<file path="config.mk">
export PLATFORM = sky130hd
export DESIGN_NAME = write_buffer
export DESIGN_NICKNAME = d
export VERILOG_FILES = /design/src/rtl/write_buffer.sv
export SDC_FILE = /design/constraint.sdc
export NUM_CORES = 1
export LEC_CHECK = 0
export BUFFER_PORTS_ARGS = -buffer_cell sky130_fd_sc_hd__buf_2
export CAP_MARGIN = 20
export CELL_PAD_IN_SITES_DETAIL_PLACEMENT = 1
export CELL_PAD_IN_SITES_GLOBAL_PLACEMENT = 2
export CORE_UTILIZATION = 37
export DETAILED_ROUTE_END_ITERATION = 7
export GPL_ROUTABILITY_DRIVEN = 0
export HOLD_SLACK_MARGIN = 0.15
export MAX_ROUTING_LAYER = met4
export PLACE_DENSITY_LB_ADDON = 0.1
export SKIP_LAST_GASP = 1
export SYNTH_ARGS = -nofsm -noshare
export SYNTH_HDL_FRONTEND = slang
export SYNTH_SLANG_ARGS = --single-unit
export TNS_END_PERCENT = 100
</file>
<file path="constraint.sdc">
create_clock -name clk -period 1.96 [get_ports clk]
set_input_delay 0.196 -clock clk [delete_from_list [all_inputs] [get_ports clk]]
set_output_delay 0.196 -clock clk [all_outputs]
set_load 0.03 [all_outputs]
</file>
<file path="src/rtl/write_buffer.sv">
`default_nettype none
// ============================================================================
// Module   : write_buffer
// Purpose  : FIFO of write-through stores drained to memory, with read/write
//            arbitration that keeps reads ordered after same-block writes.
// Revision : 1.0 - initial release
// ============================================================================
module write_buffer #(
    parameter int DEPTH  = 4,
    parameter int ADDR_W = 10,
    parameter int DATA_W = 32,
    parameter int OFF_W  = 4
) (
    input  logic                     clk,
    input  logic                     rst_n,
    input  logic                     wr_valid,
    output logic                     wr_ready,
    input  logic [ADDR_W-1:0]        wr_addr,
    input  logic [DATA_W-1:0]        wr_data,
    input  logic                     rd_valid,
    input  logic [ADDR_W-1:0]        rd_addr,
    output logic                     rd_done,
    output logic [DATA_W-1:0]        rd_data,
    output logic                     mem_req,
    output logic                     mem_we,
    output logic [ADDR_W-1:0]        mem_addr,
    output logic [DATA_W-1:0]        mem_wdata,
    input  logic [DATA_W-1:0]        mem_rdata,
    input  logic                     mem_ack,
    output logic [$clog2(DEPTH):0]   count,
    output logic                     empty
);
    localparam int C_PTR_W = $clog2(DEPTH);
    localparam int C_CNT_W = C_PTR_W + 1;
    localparam logic [C_CNT_W-1:0] C_DEPTH     = C_CNT_W'(DEPTH);
    localparam logic [ADDR_W-1:0]  C_WORD_MASK = ~ADDR_W'(3);

    typedef enum logic [1:0] {
        S_IDLE  = 2'd0,
        S_WRITE = 2'd1,
        S_READ  = 2'd2
    } state_t;

    state_t              state_q, state_d;
    logic [ADDR_W-1:0]   addr_q [DEPTH];
    logic [ADDR_W-1:0]   addr_d [DEPTH];
    logic [DATA_W-1:0]   data_q [DEPTH];
    logic [DATA_W-1:0]   data_d [DEPTH];
    logic [DEPTH-1:0]    valid_q, valid_d;
    logic [C_PTR_W-1:0]  head_q, head_d, tail_q, tail_d;
    logic [C_CNT_W-1:0]  count_q, count_d;
    logic                mem_req_q, mem_req_d;
    logic                mem_we_q, mem_we_d;
    logic [ADDR_W-1:0]   mem_addr_q, mem_addr_d;
    logic [DATA_W-1:0]   mem_wdata_q, mem_wdata_d;
    logic                rd_done_q, rd_done_d;
    logic [DATA_W-1:0]   rd_data_q, rd_data_d;

    logic w_ack, w_push, w_pop, w_rd_req, w_hazard, w_go_write, w_go_read;

    // An ack only counts while a request is actually outstanding.
    assign w_ack    = mem_ack && mem_req_q;
    assign w_push   = wr_valid && (count_q < C_DEPTH);
    assign w_pop    = (state_q == S_WRITE) && w_ack;
    assign w_rd_req = rd_valid && !rd_done_q;

    always_comb begin
        w_hazard = 1'b0;
        for (int i = 0; i < DEPTH; i++) begin
            if (valid_q[i] && (addr_q[i][ADDR_W-1:OFF_W] == rd_addr[ADDR_W-1:OFF_W])) begin
                w_hazard = 1'b1;
            end
        end
    end

    always_comb begin
        addr_d  = addr_q;
        data_d  = data_q;
        valid_d = valid_q;
        head_d  = head_q;
        tail_d  = tail_q;
        count_d = count_q;
        if (w_pop) begin
            valid_d[head_q] = 1'b0;
            head_d          = head_q + C_PTR_W'(1);
        end
        if (w_push) begin
            addr_d[tail_q]  = wr_addr;
            data_d[tail_q]  = wr_data;
            valid_d[tail_q] = 1'b1;
            tail_d          = tail_q + C_PTR_W'(1);
        end
        case ({w_push, w_pop})
            2'b10:   count_d = count_q + C_CNT_W'(1);
            2'b01:   count_d = count_q - C_CNT_W'(1);
            default: count_d = count_q;
        endcase
    end

    // Decisions use only registered entries, so a store arriving this cycle
    // is naturally ordered after whatever is issued now.
    always_comb begin
        w_go_write = 1'b0;
        w_go_read  = 1'b0;
        if (state_q == S_IDLE) begin
            if (w_rd_req && w_hazard) begin
                w_go_write = 1'b1;
            end else if (w_rd_req) begin
                w_go_read = 1'b1;
            end else if (count_q != '0) begin
                w_go_write = 1'b1;
            end
        end
    end

    always_comb begin
        state_d     = state_q;
        mem_req_d   = mem_req_q;
        mem_we_d    = mem_we_q;
        mem_addr_d  = mem_addr_q;
        mem_wdata_d = mem_wdata_q;
        rd_done_d   = 1'b0;
        rd_data_d   = rd_data_q;
        case (state_q)
            S_IDLE: begin
                if (w_go_write) begin
                    state_d     = S_WRITE;
                    mem_req_d   = 1'b1;
                    mem_we_d    = 1'b1;
                    mem_addr_d  = addr_q[head_q] & C_WORD_MASK;
                    mem_wdata_d = data_q[head_q];
                end else if (w_go_read) begin
                    state_d    = S_READ;
                    mem_req_d  = 1'b1;
                    mem_we_d   = 1'b0;
                    mem_addr_d = rd_addr & C_WORD_MASK;
                end
            end
            S_WRITE: begin
                if (w_ack) begin
                    state_d   = S_IDLE;
                    mem_req_d = 1'b0;
                end
            end
            S_READ: begin
                if (w_ack) begin
                    state_d   = S_IDLE;
                    mem_req_d = 1'b0;
                    rd_done_d = 1'b1;
                    rd_data_d = mem_rdata;
                end
            end
            default: begin
                state_d   = S_IDLE;
                mem_req_d = 1'b0;
            end
        endcase
    end

    always_ff @(posedge clk or negedge rst_n) begin
        if (!rst_n) begin
            state_q     <= S_IDLE;
            valid_q     <= '0;
            head_q      <= '0;
            tail_q      <= '0;
            count_q     <= '0;
            mem_req_q   <= 1'b0;
            mem_we_q    <= 1'b0;
            mem_addr_q  <= '0;
            mem_wdata_q <= '0;
            rd_done_q   <= 1'b0;
            rd_data_q   <= '0;
        end else begin
            state_q     <= state_d;
            valid_q     <= valid_d;
            head_q      <= head_d;
            tail_q      <= tail_d;
            count_q     <= count_d;
            mem_req_q   <= mem_req_d;
            mem_we_q    <= mem_we_d;
            mem_addr_q  <= mem_addr_d;
            mem_wdata_q <= mem_wdata_d;
            rd_done_q   <= rd_done_d;
            rd_data_q   <= rd_data_d;
        end
    end

    // Entry payload needs no reset; valid_q qualifies it.
    always_ff @(posedge clk) begin
        addr_q <= addr_d;
        data_q <= data_d;
    end

    assign wr_ready  = (count_q < C_DEPTH);
    assign count     = count_q;
    assign empty     = (count_q == '0);
    assign mem_req   = mem_req_q;
    assign mem_we    = mem_we_q;
    assign mem_addr  = mem_addr_q;
    assign mem_wdata = mem_wdata_q;
    assign rd_done   = rd_done_q;
    assign rd_data   = rd_data_q;

endmodule
`default_nettype wire

</file>
Yosys cells after proc, flatten, opt, wreduce, memory -nomap -nowiden
Cells that the tools add are included.
{"block": "word_totals", "register_bits": 258, "output_inout_bits": 82, "word_cells": 113}
{"block": "op_classes", "n_addsub": 4, "n_lt_le_gt_ge": 8, "eq_ne": 10, "muxes": 44, "n_bitwise": 5, "reduce_logical": 23}
{"operator": "128-bit bitwise mux", "n": 1}
{"operator": "32-bit 2-to-1 mux", "n": 3}
{"operator": "32-bit binary-select mux with 2-bit select", "n": 1}
{"operator": "32-bit demux with 2-bit select", "n": 1}
{"operator": "10-bit 2-to-1 mux", "n": 5}
{"operator": "40-bit bitwise mux", "n": 1}
{"operator": "6-bit == test", "n": 4}
{"operator": "10-bit binary-select mux with 2-bit select", "n": 1}
{"operator": "10-bit demux with 2-bit select", "n": 1}
{"operator": "1-bit 2-to-1 mux", "n": 20}
{"operator": "1-bit logical AND", "n": 12}
{"operator": "4-bit 2-to-1 mux", "n": 2}
{"operator": "2-bit AND reduction", "n": 4}
{"operator": "3-bit greater-or-equal comparator, second input constant", "n": 2}
{"operator": "2-bit by 3-bit less-than comparator with 1-bit output, second input constant", "n": 2}
{"operator": "2-bit 2-to-1 mux", "n": 3}
{"operator": "2-bit NOT with 3-bit output", "n": 2}
{"operator": "3-bit case mux with 2 select lines", "n": 1}
{"operator": "2-bit by 1-bit adder with 2-bit output, second input constant", "n": 2}
{"operator": "4-bit AND", "n": 1}
{"operator": "1-bit demux with 2-bit select", "n": 2}
{"operator": "2-bit by 1-bit == test with 1-bit output, second input constant", "n": 2}
{"operator": "2-bit == test, second input constant", "n": 2}
{"operator": "2-bit by 1-bit greater-or-equal comparator with 1-bit output, second input constant", "n": 2}
{"operator": "other kinds (16)", "n": 17}

Logic depth before layout (Yosys ltp)
Gate-level depths: netlist of the first run.
{"block": "logic_depth", "word_depth": 12, "mapped_depth": 10}

Worst setup path after synthesis of the first run
No wires, ideal clock.
{"block": "synth_timing", "path_type": "reg2reg", "start": "register count_q[0] (netlist: count[0])", "end": "register mem_wdata_q[0] (netlist: mem_wdata[0])", "t_arrival_ps": 2202, "required_ps": 1835, "setup_slack_ps": -367, "path_stages_with_launch": 7, "cell_sequence": "dfrtp_1 -> nor3_1 -> nand2_1 -> nand2_1 -> nor2_4 -> buf_6 -> mux2_4"}
{"block": "synth_via", "elab_chain_cells": 6}
{"element": "from (decl)", "line_no": "51", "source": "logic [C_CNT_W-1:0] count_q, count_d;"}
{"element": "from (signal assigned)", "line_no": "178", "source": "count_q <= count_d;"}
{"element": "3-bit nonzero test", "line_no": "110", "source": "end else if (count_q != '0) begin"}
{"element": "1-bit 2-to-1 mux", "line_no": "110"}
{"element": "1-bit 2-to-1 mux", "line_no": "108", "source": "end else if (w_rd_req) begin"}
{"element": "1-bit 2-to-1 mux", "line_no": "106", "source": "if (w_rd_req && w_hazard) begin"}
{"element": "1-bit 2-to-1 mux", "line_no": "105", "source": "if (state_q == S_IDLE) begin"}
{"element": "2-bit AND reduction (no line)"}
{"element": "to (signal assigned)", "line_no": "182", "source": "mem_wdata_q <= mem_wdata_d;"}
{"element": "to (decl)", "line_no": "55", "source": "logic [DATA_W-1:0] mem_wdata_q, mem_wdata_d;"}
No other way between the ends.
A chain may end at the register's enable or synchronous reset.

Worst setup path in the final report of the first run
{"block": "layout_timing", "start": "register addr_q[29] in the netlist's numbering", "end": "register mem_wdata_q[26] (netlist: mem_wdata[26])"}
{"block": "layout_via", "elab_chain_cells": 9}
{"element": "from (decl)", "line_no": "45", "source": "logic [ADDR_W-1:0] addr_q [DEPTH];"}
{"element": "from (signal assigned)", "line_no": "190", "source": "addr_q <= addr_d;"}
{"element": "6-bit == test", "line_no": "70", "source": "if (valid_q[i] && (addr_q[i][ADDR_W-1:OFF_W] == rd_addr[ADDR_W-1:OFF_W])) begin"}
{"element": "1-bit logical AND", "line_no": "70"}
{"element": "1-bit 2-to-1 mux (3 in series)", "line_no": "70"}
{"element": "1-bit logical AND", "line_no": "106"}
{"element": "1-bit 2-to-1 mux", "line_no": "106"}
{"element": "1-bit 2-to-1 mux", "line_no": "105"}
{"element": "2-bit AND reduction (no line)"}
No other way between the ends.

==> results of run 1 <==
[power by group through the flow]
| stage | sequential (mW) | clock, mW | combinational (mW) |
|---|---|---|---|
| finish | 7.69 | 6.06 | 7.76 |
| global route | 7.86 | 6.40 | 8.38 |
| CTS | 7.71 | 6.20 | 7.82 |
| detailed placement | 7.80 | 0 | 7.49 |
| global placement | 7.71 | 0 | 7.36 |
| floorplan | 9.27 | 0 | 3.60 |
[sequential cells by signal, indices dropped and copies added (netlist names)]
register,count
addr_q,32
mem_addr,8
rd_data,32
mem_wdata,32
mem_req,1
rd_done,1
data_q,128
tail_q,2
count,3
mem_we,1
head_q,2
state_q,2
valid_q,4
[worst max path at each step]
stage | from | endpoint | slack, ns | depth (start not counted)
floorplan | count[0] | mem_wdata[0] | -0.03 | 6
CTS | addr_q[28] | mem_wdata[26] | -0.12 | 9
global route | addr_q[38] | mem_wdata[30] | -0.20 | 9
detailed placement | addr_q[29] | mem_wdata[10] | -0.13 | 8
global placement | addr_q[5] | mem_addr[9] | -0.08 | 7
finish | addr_q[29] | mem_wdata[26] | -0.12 | 8
[cell families (layout without fill, tap and decap cells)]
logic type / Yosys count / count (layout) / synth area share [%]
AOI/OAI and AO/OA: 22 / 22 / 1.49
xor gates and xnor gates: 29 / 29 / 2.58
adders and majority gates: 13 / 13 / 1.73
buffers and inverters: 47 / 348 / 2.24
DFF: 248 / 248 / 71.3
muxes: 107 / 107 / 17.9
other: 1 / 4 / 0.0381
and+or+nand+nor: 51 / 51 / 2.72
[layout make-up]
type | instances | share of cell area [%]
clock inverters | 15 | 2.25
clock buffers | 37 | 6.01
multi-input cells | 224 | 20.1
repair buffers | 278 | 15.5
well taps | 335 | 3.13
inverters | 18 | 0.505
diodes | 2 | 0.0374
flip-flops and latches | 248 | 52.4
[timing repair]
action,CTS,global route
cloned,1,1
setup buffers,2,3
gates resized for setup,5,11
endpoints found under the hold margin,288,0
endpoints found under the setup margin,42,43
pin swaps,2,4
hold buffers,82,0
[cell usage after synthesis, drive strengths merged (6+ instances only)]
| master | n |
|---|---|
| ha | 12 |
| nand2 | 18 |
| inv | 18 |
| clkbuf | 14 |
| nor2 | 7 |
| xor2 | 15 |
| edfxtp | 160 |
| mux4 | 40 |
| xnor2 | 14 |
| nand3 | 7 |
| buf | 15 |
| mux2 | 64 |
| dfrtp | 88 |
| o211ai | 6 |
[worst max-delay path, stage by stage (launching register included)]
cell	delay, ns
edfxtp_1	0.43
xnor2_2	0.18
nand4_1	0.22
nor4_4	0.27
nor4_4	0.10
nor2_4	0.16
buf_12	0.13
buf_12	0.15
mux2_4	0.31
[routing by layer]
metal  up-vias  wire (um)
li1       2515          -
met1      2848      10000
met2       141      11300
met5         -          0
met4         0        363
met3        26        954
==> impl_summary.log, run 1 <==
[metrics] number of register bits inferred by synthesis: 248
[metrics] CTS tree: built
[metrics] total leakage power: 5.36 nW
[metrics] endpoint required time on the critical path: 2.37 ns
[metrics] Area Growth Syn to Fin: 36.2%
[metrics] number of warnings printed during yosys synthesis: 0
[metrics] Crit Reg-Reg Startpoint: addr_q[29]
[metrics] Pins Over Slew Limit: 0
[metrics] Area after DPL: 11300 sq um
[metrics] end point of the most critical hold path: mem_addr[7]
[metrics] GR Util met2: 29.1%
[metrics] sequential share of the synthesized area: 71.3%
[metrics] area share of the leading cell type in the synthesized netlist: 48.9%
[metrics] vias per inst: 4.78
[metrics] Bufs on Longest Clock Path: 3
[metrics] setup slack after placement: -0.131 ns
[metrics] worst hold slack after final layout: 0.180 ns
[metrics] unrepaired setup endpoints after global routing: yes
[metrics] cts bufs inserted: 28
[metrics] length of the first detailed-routing pass in iterations: 6
[metrics] Worst Hold Depth: 4
[metrics] placed wire-length estimate after detailed placement: 13300 um
[metrics] CTS sink count: 248
[metrics] global-route total usage across every layer: 17.3%
[metrics] Core Rows: 59
[metrics] placeable core region: 26100 sq um
[metrics] worst-case register-to-register setup slack: -0.12 ns
[metrics] first-pass GRT wire length: 34500 um
[metrics] register share of total power: 35.7%
[metrics] Clock Skews: 0.0329 ns
[metrics] vias in the first global route: 6182
[metrics] slew at the pin with the worst max-slew slack: 0.974 ns
[metrics] clock latency at the later pin of the worst-skew pair: 0.55 ns
[metrics] FF/Latch Area: 7010 sq um
[metrics] overall overflow remaining after global route: 0
[metrics] max-cap violation count: 0
[metrics] number of nets with antenna violations after routing: 0
[metrics] post-layout instance area: 13400 sq um
[metrics] outcome: finished, violations left
[metrics] Top Usage Layer GRT: met2
[metrics] source of the worst hold timing path: rd_addr[7]
[metrics] type of origin of the critical path: flip-flop
[metrics] most common cell after layout, fill and taps aside: buf_2
[metrics] number of vias in the routed layout: 5530
[metrics] Gate power share: 36.1%
[metrics] Final Worst Setup Slack: -0.118 ns
[metrics] depth of the most critical reg-to-reg path: 8
[metrics] cell type with the highest aggregate area in the netlist: edfxtp_1
[metrics] total power: 21.5 mW
[metrics] multi-input gate area in the final layout: 2700 sq um
[metrics] nets: 900
[metrics] crit-path max FO: 10
[metrics] Starting Density: 37.7%
[metrics] final routed DRC violation total: 0
[metrics] Final period util: 106%
[metrics] power share of the clock group: 28.2%
[metrics] final standard cell count with taps included and fillers excluded: 1157
[metrics] met1 Track Usage GR: 21.8%
[metrics] total negative setup slack: -2.90 ns
[metrics] number of distinct standard cells referenced by the synthesized netlist: 38
[metrics] mean post-synth cell area: 19.0 sq um
[metrics] async set-reset flop share out of synthesis: 35.5%
[metrics] top area cells in the synthesized netlist: edfxtp_1 (49%), dfrtp_1 (22%), mux4_2 (9.2%)
[metrics] port bufs: 164
[metrics] Initial DRC Count: 222
[metrics] Fin. Hold Viols: 0
[metrics] routed length per instance: 19.6 um
[metrics] IR drop worst, VDD: 986 uV
[metrics] min cycle time layout: 2.08 ns
[metrics] prevailing post-synth register cell: edfxtp_1
[metrics] io pins: 171
[metrics] number of placed instances, taps included: 1016
[metrics] Critical Setup Path Class: flip-flop to flip-flop
[metrics] switching pwr: 7.08 mW
[metrics] die area: 27200 sq um
[metrics] Cell Area, Synth: 9830 sq um
[metrics] wire length reported by the detailed router: 22600 um
[metrics] critical register-to-register path endpoint: mem_wdata[26]
[metrics] power density cells: 1610 nW/um^2
[metrics] Min-Delay Path Class: primary input to flip-flop
[metrics] die boundary width: 165 um
[metrics] clock slew at the register clock pins of the worst setup and hold paths: 0.06 ns
[metrics] met3 usage: 3.16%
[metrics] level count of the clock H-tree: 1
[metrics] commonest cells after routing, fill and taps aside: buf_2 (163), edfxtp_1 (160), dfrtp_1 (85)
[metrics] Filler cells: 2420
[metrics] cell chosen for the clock root: clkbuf_16
[metrics] antenna violations before repair: 2
[metrics] top achievable clock speed: 0.481 GHz
[metrics] fraction of power spent switching nets: 32.9%
[metrics] number of enable flip-flop cells after synthesis: 160
[metrics] fraction of final layout cells sized beyond drive strength 1: 44.9%
[metrics] pin count of the biggest net entering global routing: 58
[metrics] failing checks: negative setup slack
[metrics] post-route core utilization: 51.4%
[metrics] remaining max-slew budget at the tightest pin: 34.8%
[metrics] gate count of the mapped netlist: 518
[metrics] critical path capture point type: flip-flop
[metrics] endpoints failing setup: 32
[metrics] crit path DAT: 2.49 ns
[metrics] die extent in y: 165 um
[metrics] internal power component: 14.4 mW
(Power assumes the default switching activity.)
==> run 2: changes to the inputs <==
- clock period: 1.96 -> 1.8 ns (I/O delays scaled with it)
==> impl_summary.log, run 2 (synthesis results as in run 1) <==
[metrics] outcome: finished, violations left (unchanged)
[metrics] failing checks: negative setup slack (unchanged)
[metrics] total negative setup slack: -5.68 ns (was -2.90 ns)
[metrics] setup slack after placement: -0.196 ns (was -0.131 ns)
[metrics] length of the first detailed-routing pass in iterations: 4 (was 6)
[metrics] unrepaired setup endpoints after global routing: yes (unchanged)
[metrics] Gate power share: 39.6% (was 36.1%)
[metrics] clock slew at the register clock pins of the worst setup and hold paths: 0.06 ns (about the same)
[metrics] internal power component: 14.8 mW (was 14.4 mW)
[metrics] Initial DRC Count: 206 (was 222)
[metrics] global-route total usage across every layer: 17.4% (was 17.3%)
[metrics] top achievable clock speed: 0.503 GHz (was 0.481 GHz)
[metrics] final routed DRC violation total: 0 (unchanged)
[metrics] IR drop worst, VDD: 1080 uV (was 986 uV)
[metrics] most frequent cell on the critical path: nor4_4
[metrics] level count of the clock H-tree: 1 (unchanged)
[metrics] critical path capture point type: flip-flop (unchanged)
[metrics] die extent in y: 165 um (unchanged)
[metrics] CTS sink count: 248 (unchanged)
[metrics] crit path DAT: 2.41 ns (was 2.49 ns)
[metrics] Area after DPL: 11500 sq um (was 11300 sq um)
[metrics] io pins: 171 (unchanged)
[metrics] total leakage power: 5.35 nW (was 5.36 nW)
[metrics] Critical Setup Path Class: flip-flop to flip-flop (unchanged)
[metrics] series of cell instances along the critical path: xnor2_2, nand4_1, nor4_4, nor4_4, nor2_4, buf_6, clkbuf_16, mux2_4 (was xnor2_2, nand4_1, nor4_4, nor4_4, nor2_4, buf_12, buf_12, mux2_4)
[metrics] Core Rows: 59 (unchanged)
[metrics] clock latency at the later pin of the worst-skew pair: 0.55 ns (about the same)
[metrics] slew at the pin with the worst max-slew slack: 0.650 ns (was 0.974 ns)
[metrics] number of nets with antenna violations after routing: 0 (unchanged)
[metrics] die boundary width: 165 um (unchanged)
[metrics] power share of the clock group: 22.9% (was 28.2%)
[metrics] Fin. Hold Viols: 0 (unchanged)
[metrics] endpoints failing setup: 41 (was 32)
[metrics] Filler cells: 2467 (was 2420)
[metrics] fraction of final layout cells sized beyond drive strength 1: 46.2% (was 44.9%)
[metrics] placed wire-length estimate after detailed placement: 15000 um (was 13300 um)
[metrics] vias in the first global route: 6073 (was 6182)
[metrics] CTS tree: built (unchanged)
[metrics] antenna violations before repair: 2 (unchanged)
[metrics] flip-flop count of the largest register after layout: 128 (unchanged)
[metrics] Pins Over Slew Limit: 0 (unchanged)
[metrics] max-cap violation count: 0 (unchanged)
[metrics] switching pwr: 7.89 mW (was 7.08 mW)
[metrics] cts bufs inserted: 27 (was 28)
[metrics] number of vias in the routed layout: 5516 (was 5530)
[metrics] nets: 915 (was 900)
[metrics] port bufs: 164 (unchanged)
[metrics] post-layout instance area: 13400 sq um (about the same)
[metrics] register share of total power: 37.4% (was 35.7%)
[metrics] pin count of the biggest net entering global routing: 60 (was 58)
[metrics] Final period util: 110% (was 106%)
[metrics] routed length per instance: 19.9 um (was 19.6 um)
[metrics] min cycle time layout: 1.99 ns (was 2.08 ns)
[metrics] fraction of power spent switching nets: 34.8% (was 32.9%)
[metrics] Crit Reg-Reg Startpoint: addr_q[36] (was addr_q[29])
[metrics] post-route core utilization: 51.4% (about the same)
[metrics] most common cell after layout, fill and taps aside: buf_2 (unchanged)
[metrics] endpoint required time on the critical path: 2.22 ns (was 2.37 ns)
[metrics] Area Growth Syn to Fin: 36.3% (was 36.2%)
[metrics] power density cells: 1690 nW/um^2 (was 1610 nW/um^2)
[metrics] first-pass GRT wire length: 34300 um (was 34500 um)
[metrics] worst hold slack after final layout: 0.197 ns (was 0.180 ns)
[metrics] cell chosen for the clock root: clkbuf_16 (unchanged)
[metrics] commonest cells after routing, fill and taps aside: buf_2 (163), edfxtp_1 (160), dlygate4sd3_1 (83) (was buf_2 (163), edfxtp_1 (160), dfrtp_1 (85))
[metrics] overall overflow remaining after global route: 0 (unchanged)
[metrics] remaining max-slew budget at the tightest pin: 56.5% (was 34.8%)
[metrics] wire length reported by the detailed router: 23300 um (was 22600 um)
[metrics] launching element of the worst setup path: addr_q[36] (was addr_q[29])
[metrics] die area: 27200 sq um (unchanged)
[metrics] Bufs on Longest Clock Path: 3 (unchanged)
[metrics] placeable core region: 26100 sq um (unchanged)
[metrics] Worst path slowest cell: edfxtp_1 (unchanged)
[metrics] type of origin of the critical path: flip-flop (unchanged)
[metrics] crit-path max FO: 5 (was 10)
[metrics] Clock Skews: 0.0128 ns (was 0.0329 ns)
[metrics] Min-Delay Path Class: primary input to flip-flop (unchanged)
[metrics] register name with the most flops: data_q (unchanged)
[metrics] Starting Density: 37.7% (unchanged)
[metrics] Final Worst Setup Slack: -0.187 ns (was -0.118 ns)
[metrics] source of the worst hold timing path: wr_valid (was rd_addr[7])
[metrics] vias per inst: 4.71 (was 4.78)
[metrics] stage delay of the slowest cell on the critical path: 0.43 ns (about the same)
==> run 2: changes by cell type in the layout (fill, tap and decap cells not counted), moves of 3 or more <==
cell | previous run | this run
dfrtp_2 | 2 | 5
buf_12 | 14 | 18
dfrtp_1 | 85 | 82
clkinv_2 | 4 | 8
bufinv_16 | 8 | 1
clkbuf_8 | 7 | 1
clkbuf_1 | 2 | 6
clkinv_1 | 1 | 4
buf_6 | 1 | 5
buf_4 | 17 | 21
==> run 2: layout make-up <==
| type | count | area, sq um | share of cell area, % |
|---|---|---|---|
| Sequential cell | 248 | 7020 | 52.3 |
| Multi-Input combinational cell | 224 | 2760 | 20.6 |
| Clock inverter | 16 | 120 | 0.896 |
| Antenna cell | 2 | 5.00 | 0.0373 |
| Inverter | 18 | 67.6 | 0.504 |
| Tap cell | 335 | 419 | 3.13 |
| Clock buffer | 34 | 712 | 5.31 |
| Timing Repair Buffer | 294 | 2310 | 17.2 |
==> run 2: final timing paths <==
kind	slack [ns]	cells past startpoint	endpoint
hold / removal	0.20	4	tail_q[0]
setup reg to reg	-0.19	8	mem_wdata[2]
min in group asynchronous	0.22	3	count[0]
hold reg to reg	0.50	1	valid_q[3]
max in group asynchronous	0.51	3	head_q[0]
setup / recovery	-0.19	8	mem_wdata[2]
==> run 2: timing repair <==
item                                    4_1_cts  5_1_grt
pin swaps                                     2        9
buffers inserted                              3        5
cloned                                        0        4
endpoints found under the hold margin       289        0
endpoints found under the setup margin       42       44
gates resized for setup                       8       20
hold buffers                                 83        0
==> run 2: per-layer routing <==
metal  up-vias  track usage [%]  part of all wire (%)
met3        24             3.39                   5.5
met1      2777             21.3                    44
li1       2547                -                     -
met5         -                -                     0
met4         0             3.92                   1.3
met2       168             29.6                    49
==> run 2: per-stage QoR <==
step                      std cells  power (mW)
after global routing           1171        23.8
after detailed placement       1025        17.1
after CTS                      1161        22.5
after floorplan                 519        14.1
final                          1171        22.6
after global placement         1025        16.8
==> run 2: power by group through the flow <==
stage | clock network, mW | registers [mW] | logic (mW)
2_1_floorplan | 0 | 10.1 | 3.96
3_3_place_gp | 0 | 8.50 | 8.29
3_5_place_dp | 0 | 8.57 | 8.48
4_1_cts | 5.33 | 8.49 | 8.69
5_1_grt | 5.53 | 8.65 | 9.64
6_report | 5.19 | 8.48 | 8.98
==> run 2: critical path: cells and delay by family, from the launching register on <==
family,cells,cell delay [ns]
xor+xnor,1,0.16
buf+inv,2,0.31
flops,1,0.43
mux,1,0.30
simple gates,4,0.66
